--- src/rtl/fb_scanner_pkg.sv ---
// Shared types and constants for the frame-buffer scanner.
// The 2 bpp layout packs four pixels per byte, MSB first.
package fb_scanner_pkg;

    typedef enum logic [1:0] {
        IDLE  = 2'd0,
        RUN   = 2'd1,
        DRAIN = 2'd2
    } state_t;

    localparam int PIX_PER_BYTE = 4;
    localparam int BPP          = 2;

endpackage

--- src/rtl/fb_scanner_if.sv ---
// Pixel stream from the scanner to the display sink.
// The stream uses a valid/ready handshake with start-of-row and end-of-frame markers.
interface fb_scanner_if;
    import fb_scanner_pkg::*;

    logic           pix_valid;
    logic           pix_ready;
    logic [BPP-1:0] pix_data;
    logic           pix_sol;
    logic           pix_eof;

    modport master (output pix_valid, pix_data, pix_sol, pix_eof, input pix_ready);
    modport slave  (input pix_valid, pix_data, pix_sol, pix_eof, output pix_ready);

endinterface

--- src/rtl/fb_scanner_byte_fifo2.sv ---
// Two-entry byte FIFO between the ROM read port and the pixel serializer.
// Writes into a full FIFO are prevented upstream by the read-issue rule.
module byte_fifo2
    import fb_scanner_pkg::*;
(
    input  logic       clk,
    input  logic       rst_n,
    input  logic       wr_en,
    input  logic [7:0] wr_data,
    input  logic       rd_en,
    output logic [7:0] rd_data,
    output logic [1:0] occ,
    output logic       empty
);

    logic [1:0][7:0] slots;
    logic            wr_ptr;
    logic            rd_ptr;

    assign rd_data = slots[rd_ptr];
    assign empty   = (occ == 2'd0);

    always_ff @(posedge clk or negedge rst_n) begin
        if (!rst_n) begin
            slots  <= '0;
            wr_ptr <= 1'b0;
            rd_ptr <= 1'b0;
            occ    <= 2'd0;
        end else begin
            if (wr_en) begin
                slots[wr_ptr] <= wr_data;
                wr_ptr        <= ~wr_ptr;
            end
            if (rd_en) begin
                rd_ptr <= ~rd_ptr;
            end
            case ({wr_en, rd_en})
                2'b10:   occ <= occ + 2'd1;
                2'b01:   occ <= occ - 2'd1;
                default: occ <= occ;
            endcase
        end
    end

endmodule

--- src/rtl/fb_scanner.sv ---
// Scans one frame out of a synchronous ROM and streams it as 2 bpp pixels.
// Reads run ahead of the serializer by at most two bytes: FIFO occupancy plus in-flight reads.
module fb_scanner
    import fb_scanner_pkg::*;
#(
    parameter logic [11:0] BASE_ADDR     = 12'h000,
    parameter int          BYTES_PER_ROW = 64,
    parameter int          ROWS          = 32
) (
    input  logic         clk,
    input  logic         rst_n,
    input  logic         start,
    output logic [11:0]  mem_addr,
    input  logic [7:0]   mem_dout,
    fb_scanner_if.master pix,
    output logic         busy,
    output logic         done
);

    localparam int TOTAL_BYTES = BYTES_PER_ROW * ROWS;
    localparam int TOTAL_PIX   = TOTAL_BYTES * PIX_PER_BYTE;
    localparam int ROW_PIX     = BYTES_PER_ROW * PIX_PER_BYTE;
    localparam int PIX_W       = $clog2(TOTAL_PIX);
    localparam int COL_W       = (ROW_PIX > 1) ? $clog2(ROW_PIX) : 1;
    localparam int RD_W        = $clog2(TOTAL_BYTES + 1);

    state_t           state;
    state_t           state_nxt;
    logic [RD_W-1:0]  rd_left;
    logic             in_flight;
    logic [PIX_W-1:0] pix_cnt;
    logic [COL_W-1:0] col_cnt;
    logic             rd_issue;
    logic [1:0]       occ;
    logic [1:0]       pending;
    logic             fifo_empty;
    logic             fifo_rd;
    logic [7:0]       fifo_head;
    logic [7:0]       byte_shift;
    logic [1:0]       sub;
    logic             is_eof;
    logic             xfer;

    // A read returns one cycle after issue; the in-flight flag marks that return slot.
    byte_fifo2 u_fifo (
        .clk     (clk),
        .rst_n   (rst_n),
        .wr_en   (in_flight),
        .wr_data (mem_dout),
        .rd_en   (fifo_rd),
        .rd_data (fifo_head),
        .occ     (occ),
        .empty   (fifo_empty)
    );

    assign pending    = occ + {1'b0, in_flight};
    assign sub        = pix_cnt[1:0];
    assign byte_shift = fifo_head << {sub, 1'b0};
    assign is_eof     = (pix_cnt == PIX_W'(TOTAL_PIX - 1));
    assign xfer       = !fifo_empty && pix.pix_ready;
    assign fifo_rd    = xfer && (sub == 2'd3);

    assign pix.pix_valid = !fifo_empty;
    assign pix.pix_data  = fifo_empty ? '0 : byte_shift[7:6];
    assign pix.pix_sol   = !fifo_empty && (col_cnt == '0);
    assign pix.pix_eof   = !fifo_empty && is_eof;
    assign busy          = (state != IDLE);

    always_comb begin
        state_nxt = state;
        rd_issue  = 1'b0;
        case (state)
            IDLE: begin
                if (start) state_nxt = RUN;
            end
            RUN: begin
                rd_issue = (pending < 2'd2);
                if (rd_issue && rd_left == RD_W'(1)) state_nxt = DRAIN;
            end
            DRAIN: begin
                if (xfer && is_eof) state_nxt = IDLE;
            end
            default: state_nxt = IDLE;
        endcase
    end

    always_ff @(posedge clk or negedge rst_n) begin
        if (!rst_n) begin
            state     <= IDLE;
            mem_addr  <= BASE_ADDR;
            rd_left   <= '0;
            in_flight <= 1'b0;
            pix_cnt   <= '0;
            col_cnt   <= '0;
            done      <= 1'b0;
        end else begin
            state     <= state_nxt;
            in_flight <= rd_issue;
            done      <= xfer && is_eof;
            if (state == IDLE && start) begin
                mem_addr <= BASE_ADDR;
                rd_left  <= RD_W'(TOTAL_BYTES);
                pix_cnt  <= '0;
                col_cnt  <= '0;
            end else if (rd_issue) begin
                mem_addr <= mem_addr + 12'd1;
                rd_left  <= rd_left - RD_W'(1);
            end
            if (xfer) begin
                pix_cnt <= is_eof ? '0 : pix_cnt + PIX_W'(1);
                col_cnt <= (col_cnt == COL_W'(ROW_PIX - 1)) ? '0 : col_cnt + COL_W'(1);
            end
        end
    end

endmodule

--- src/flat_wrapper.sv ---
// flat-port wrapper written by rule: the top's interface ports become plain ports
module fb_scanner_flat import fb_scanner_pkg::*;
#(
    parameter logic [11:0] BASE_ADDR     = 12'h000,
    parameter int          BYTES_PER_ROW = 64,
    parameter int          ROWS          = 32
)
  (clk, rst_n, start, mem_addr, mem_dout, busy, done, pix_pix_valid, pix_pix_data, pix_pix_sol, pix_pix_eof, pix_pix_ready);
  fb_scanner_if pix_i ();
  input  logic clk;
  input  logic rst_n;
  input  logic start;
  output logic [11:0] mem_addr;
  input  logic [7:0] mem_dout;
  output logic busy;
  output logic done;
  output wire logic [$bits(pix_i.pix_valid)-1:0] pix_pix_valid;
  output wire logic [$bits(pix_i.pix_data)-1:0] pix_pix_data;
  output wire logic [$bits(pix_i.pix_sol)-1:0] pix_pix_sol;
  output wire logic [$bits(pix_i.pix_eof)-1:0] pix_pix_eof;
  input wire logic [$bits(pix_i.pix_ready)-1:0] pix_pix_ready;
  assign pix_pix_valid = pix_i.pix_valid;
  assign pix_pix_data = pix_i.pix_data;
  assign pix_pix_sol = pix_i.pix_sol;
  assign pix_pix_eof = pix_i.pix_eof;
  assign pix_i.pix_ready = pix_pix_ready;
  fb_scanner #(.BASE_ADDR(BASE_ADDR), .BYTES_PER_ROW(BYTES_PER_ROW), .ROWS(ROWS)) u_core (.clk(clk), .rst_n(rst_n), .start(start), .mem_addr(mem_addr), .mem_dout(mem_dout), .pix(pix_i), .busy(busy), .done(done));
endmodule
--- config.mk ---
export PLATFORM = sky130hd
export DESIGN_NAME = fb_scanner_flat
export DESIGN_NICKNAME = d
export VERILOG_FILES = /design/src/rtl/fb_scanner_pkg.sv /design/src/rtl/fb_scanner_if.sv /design/src/rtl/fb_scanner_byte_fifo2.sv /design/src/rtl/fb_scanner.sv /design/src/flat_wrapper.sv
export SDC_FILE = /design/constraint.sdc
export NUM_CORES = 1
export LEC_CHECK = 0
export BUFFER_PORTS_ARGS = -buffer_cell sky130_fd_sc_hd__buf_2
export CAP_MARGIN = 10
export CORE_MARGIN = 10
export CORE_UTILIZATION = 52
export CTS_BUF_LIST = sky130_fd_sc_hd__clkbuf_4 sky130_fd_sc_hd__clkbuf_8
export DETAILED_ROUTE_END_ITERATION = 6
export PLACE_DENSITY = 0.84
export SLEW_MARGIN = 15
export SYNTH_ARGS = -nofsm -noshare
export SYNTH_HDL_FRONTEND = slang
export SYNTH_SLANG_ARGS = --single-unit
--- constraint.sdc ---
create_clock -name clk -period 1.7 [get_ports clk]
set_input_delay 0.34 -clock clk [delete_from_list [all_inputs] [get_ports clk]]
set_output_delay 0.34 -clock clk [all_outputs]
set_load 0.01 [all_outputs]
==> impl_metrics.tcl <==
set metrics [dict create \
    rsz0062_at_grt "true" \
    cts.clk_slew.worst_paths_ps 90 \
    timing.rr.start "u_core.u_fifo.occ[0]" \
    max-clock-path-buffers 2 \
    synthArstFlopShare_pct 100 \
    post-route-util_pct 65.8 \
    critPathLaunch "u_core.u_fifo.rd_ptr" \
    dp.cells 448 \
    syn_nets 352 \
    ys_ff_latch 69 \
    fp.dieH_um 102 \
    root_buffer "clkbuf_8" \
    status "complete, but fails checks" \
    relSlewSlack_pct 67.8 \
    synth_top_area_share_pct 48.9 \
    grt_util_all_layers_pct 15.9 \
    clk_latency_ps 370 \
    crit_arrival_ps 1660 \
    failed_checks "setup timing" \
    routed_via_density 6.06 \
    instances_no_fill 473 \
    grt_pass1_vias 2800 \
    drc 0 \
    yosys.area.top_type "dfrtp_1" \
    drt-total-wl_um 7940 \
    wl_per_cell_um 16.8 \
    syn-cell-area_um2 3530 \
    grt_pass1_wl_um 13400 \
    cts_tree "built" \
    initial_core_util_pct 54.7 \
    io_pins 31 \
    dr_total_vias 2866 \
    hold_violations 0 \
    finalCriticalPeriod_ps 2000 \
    ys_top_cells_by_count "dfrtp_1, nand2_1, nor2_1" \
    layout_setup_ws_ps -299 \
    maxCapViolCount 0 \
    crit_type "reg2out" \
    num_rows 29 \
    areaGrowthSynthToFinish_pct 20.3 \
    yosysWarnings 0 \
    ir_drop_v 0.00116 \
    cts_sinks 69 \
    num-fill-cells 470 \
    required_ps 1360 \
    antenna_found_initial 0 \
    min_period_over_period_pct 118 \
    avgSynthCellArea_um2 10.6 \
    slew_viol_final 0 \
    hpwl_um 5410 \
    netlist_instances 333 \
    coreArea_um2 6460 \
    synth_cell_types 52 \
    startpoint_type "flip-flop" \
    gp_congestion 0.855 \
    ys.flop_type "dfrtp_1" \
    min_from "mem_dout[2]" \
    reg2reg_setup_slack_ps 40 \
    synth.most_common_cell "dfrtp_1" \
    grt_max_degree 70 \
    die_w_um 102 \
    htreeDepth 3 \
    crit_path_max_fanout 5 \
    drive_gt1_share_pct 30.6 \
    drt-initial-drc-count 214 \
    maxClockFrequency_ghz 0.500 \
    tightest_slew_ps 482 \
    die_area_um2 10500 \
    fin_skew_ps 9.84 \
    numPortBuffers 30 \
    nets 410 \
    cts_buffers 9 \
    synth-seq-area-share_pct 48.9 \
    synth_area_leaders "dfrtp_1, mux2_2, a31oi_1" \
    cp-end-kind "primary output" \
    hp-class "in2reg" \
    diodes 0 \
    overflow 0 \
    synth-edff-count 0 \
    ant_nets 0 \
    dr.pass1.iters 5 \
    power_density_nw_per_um2 1710 \
    setup_viol 4 \
    p_leak_nw 1.95 \
]
==> repair_timing <==
item / in CTS / in global routing
hold buffers: 1 / 0
hold endpoints to repair: 62 / 0
gates resized for setup: 9 / 12
setup endpoints to repair: 8 / 20
buffers inserted: 7 / 1
pin swaps: 2 / 4
==> state kept, by name, summed over array words and instances (netlist names) <==
register,count
u_core.done,1
u_core.u_fifo.wr_ptr,1
u_core.col_cnt,8
u_core.rd_left,12
u_core.u_fifo.rd_ptr,1
u_core.mem_addr,12
u_core.u_fifo.occ,2
u_core.pix_cnt,13
u_core.state,2
u_core.in_flight,1
u_core.u_fifo.slots,16
==> power breakdown <==
group | internal [W] | switching, W | total [W]
registers | 0.00222 | 0.000497 | 0.00271
logic | 0.00161 | 0.00166 | 0.00327
clock network | 0.000566 | 0.000742 | 0.00131
==> path summary, 6_finish.rpt <==
path | to | depth (start not counted)
worst max-delay path | pix_pix_data[0] | 4
worst min-delay path | u_core.u_fifo.slots[10] | 2
worst max register to register | u_core.mem_addr[10] | 5
worst min register to register | u_core.rd_left[10] | 1
max in group asynchronous | u_core.u_fifo.rd_ptr | 3
min in group asynchronous | u_core.mem_addr[7] | 3
==> cell usage in the layout (no fill, tap or decap), drive strengths merged, types with 3 or more instances in the layout <==
cell type,n
o41ai,3
o31ai,3
nand3,10
nor2,23
nand4,14
mux2i,9
buf,63
mux2,16
o21ai,20
a41o,3
and2,3
and3,5
ha,7
nor4,4
xnor2,3
clkbuf,9
a21oi,10
nand2,24
or4,3
and4,8
nand2b,4
xor2,9
o22ai,3
dfrtp,69
nand3b,4
a31oi,16
mux4,4
o211ai,3
inv,16
or3,5
==> through the flow <==
| step | area (um^2) | setup WS, ps | hold WS, ps | power [W] | setup TNS, ps |
|---|---|---|---|---|---|
| finish | 4250 | -299 | 206 | 0.00729 | -802 |
| global route | 4250 | -369 | 203 | 0.00782 | -1100 |
| CTS | 4200 | -329 | 192 | 0.00719 | -845 |
| detailed placement | 3920 | -51.9 | 391 | 0.00571 | -51.9 |
| global placement | 3920 | 43.8 | 390 | 0.00552 | 0 |
| floorplan | 3570 | 0.708 | 44.4 | 0.00471 | 0 |
==> metal layers <==
layer | part of all wire [%] | vias up | global-route usage [%]
met5 | 0 | - | 0
met4 | 2.8 | 0 | 9.54
met3 | 4.0 | 19 | 3.51
met2 | 48 | 69 | 24.5
met1 | 45 | 1415 | 20.1
li1 | - | 1363 | -
==> worst max-delay path: stages (launching register included) <==
cell and delay (ps):
dfrtp_2 440, mux4_2 510, mux2i_1 150, nor2_1 50
buf_2 130
==> cell families after synthesis <==
kind of cell / Yosys count / share of synthesized area, %
AO/OA/AOI/OAI: 72 / 13.2
XOR/XNOR: 12 / 2.97
adder cells (fa/ha/maj): 7 / 2.48
buffers and inverters: 28 / 3.47
flip-flops: 69 / 48.9
multiplexers: 29 / 10.2
AND/OR/NAND/NOR: 116 / 18.8
==> cell type report <==
class / count / area (um^2) / share of cell area (%)
Multi-Input combinational cell: 236 / 1760 / 41.4
Inverter: 11 / 41.3 / 0.971
Clock inverter: 7 / 65.1 / 1.53
Tap cell: 77 / 96.3 / 2.27
Clock buffer: 9 / 124 / 2.91
Sequential cell: 69 / 1730 / 40.6
Timing Repair Buffer: 64 / 437 / 10.3
Power figures use the tool's default switching activity.
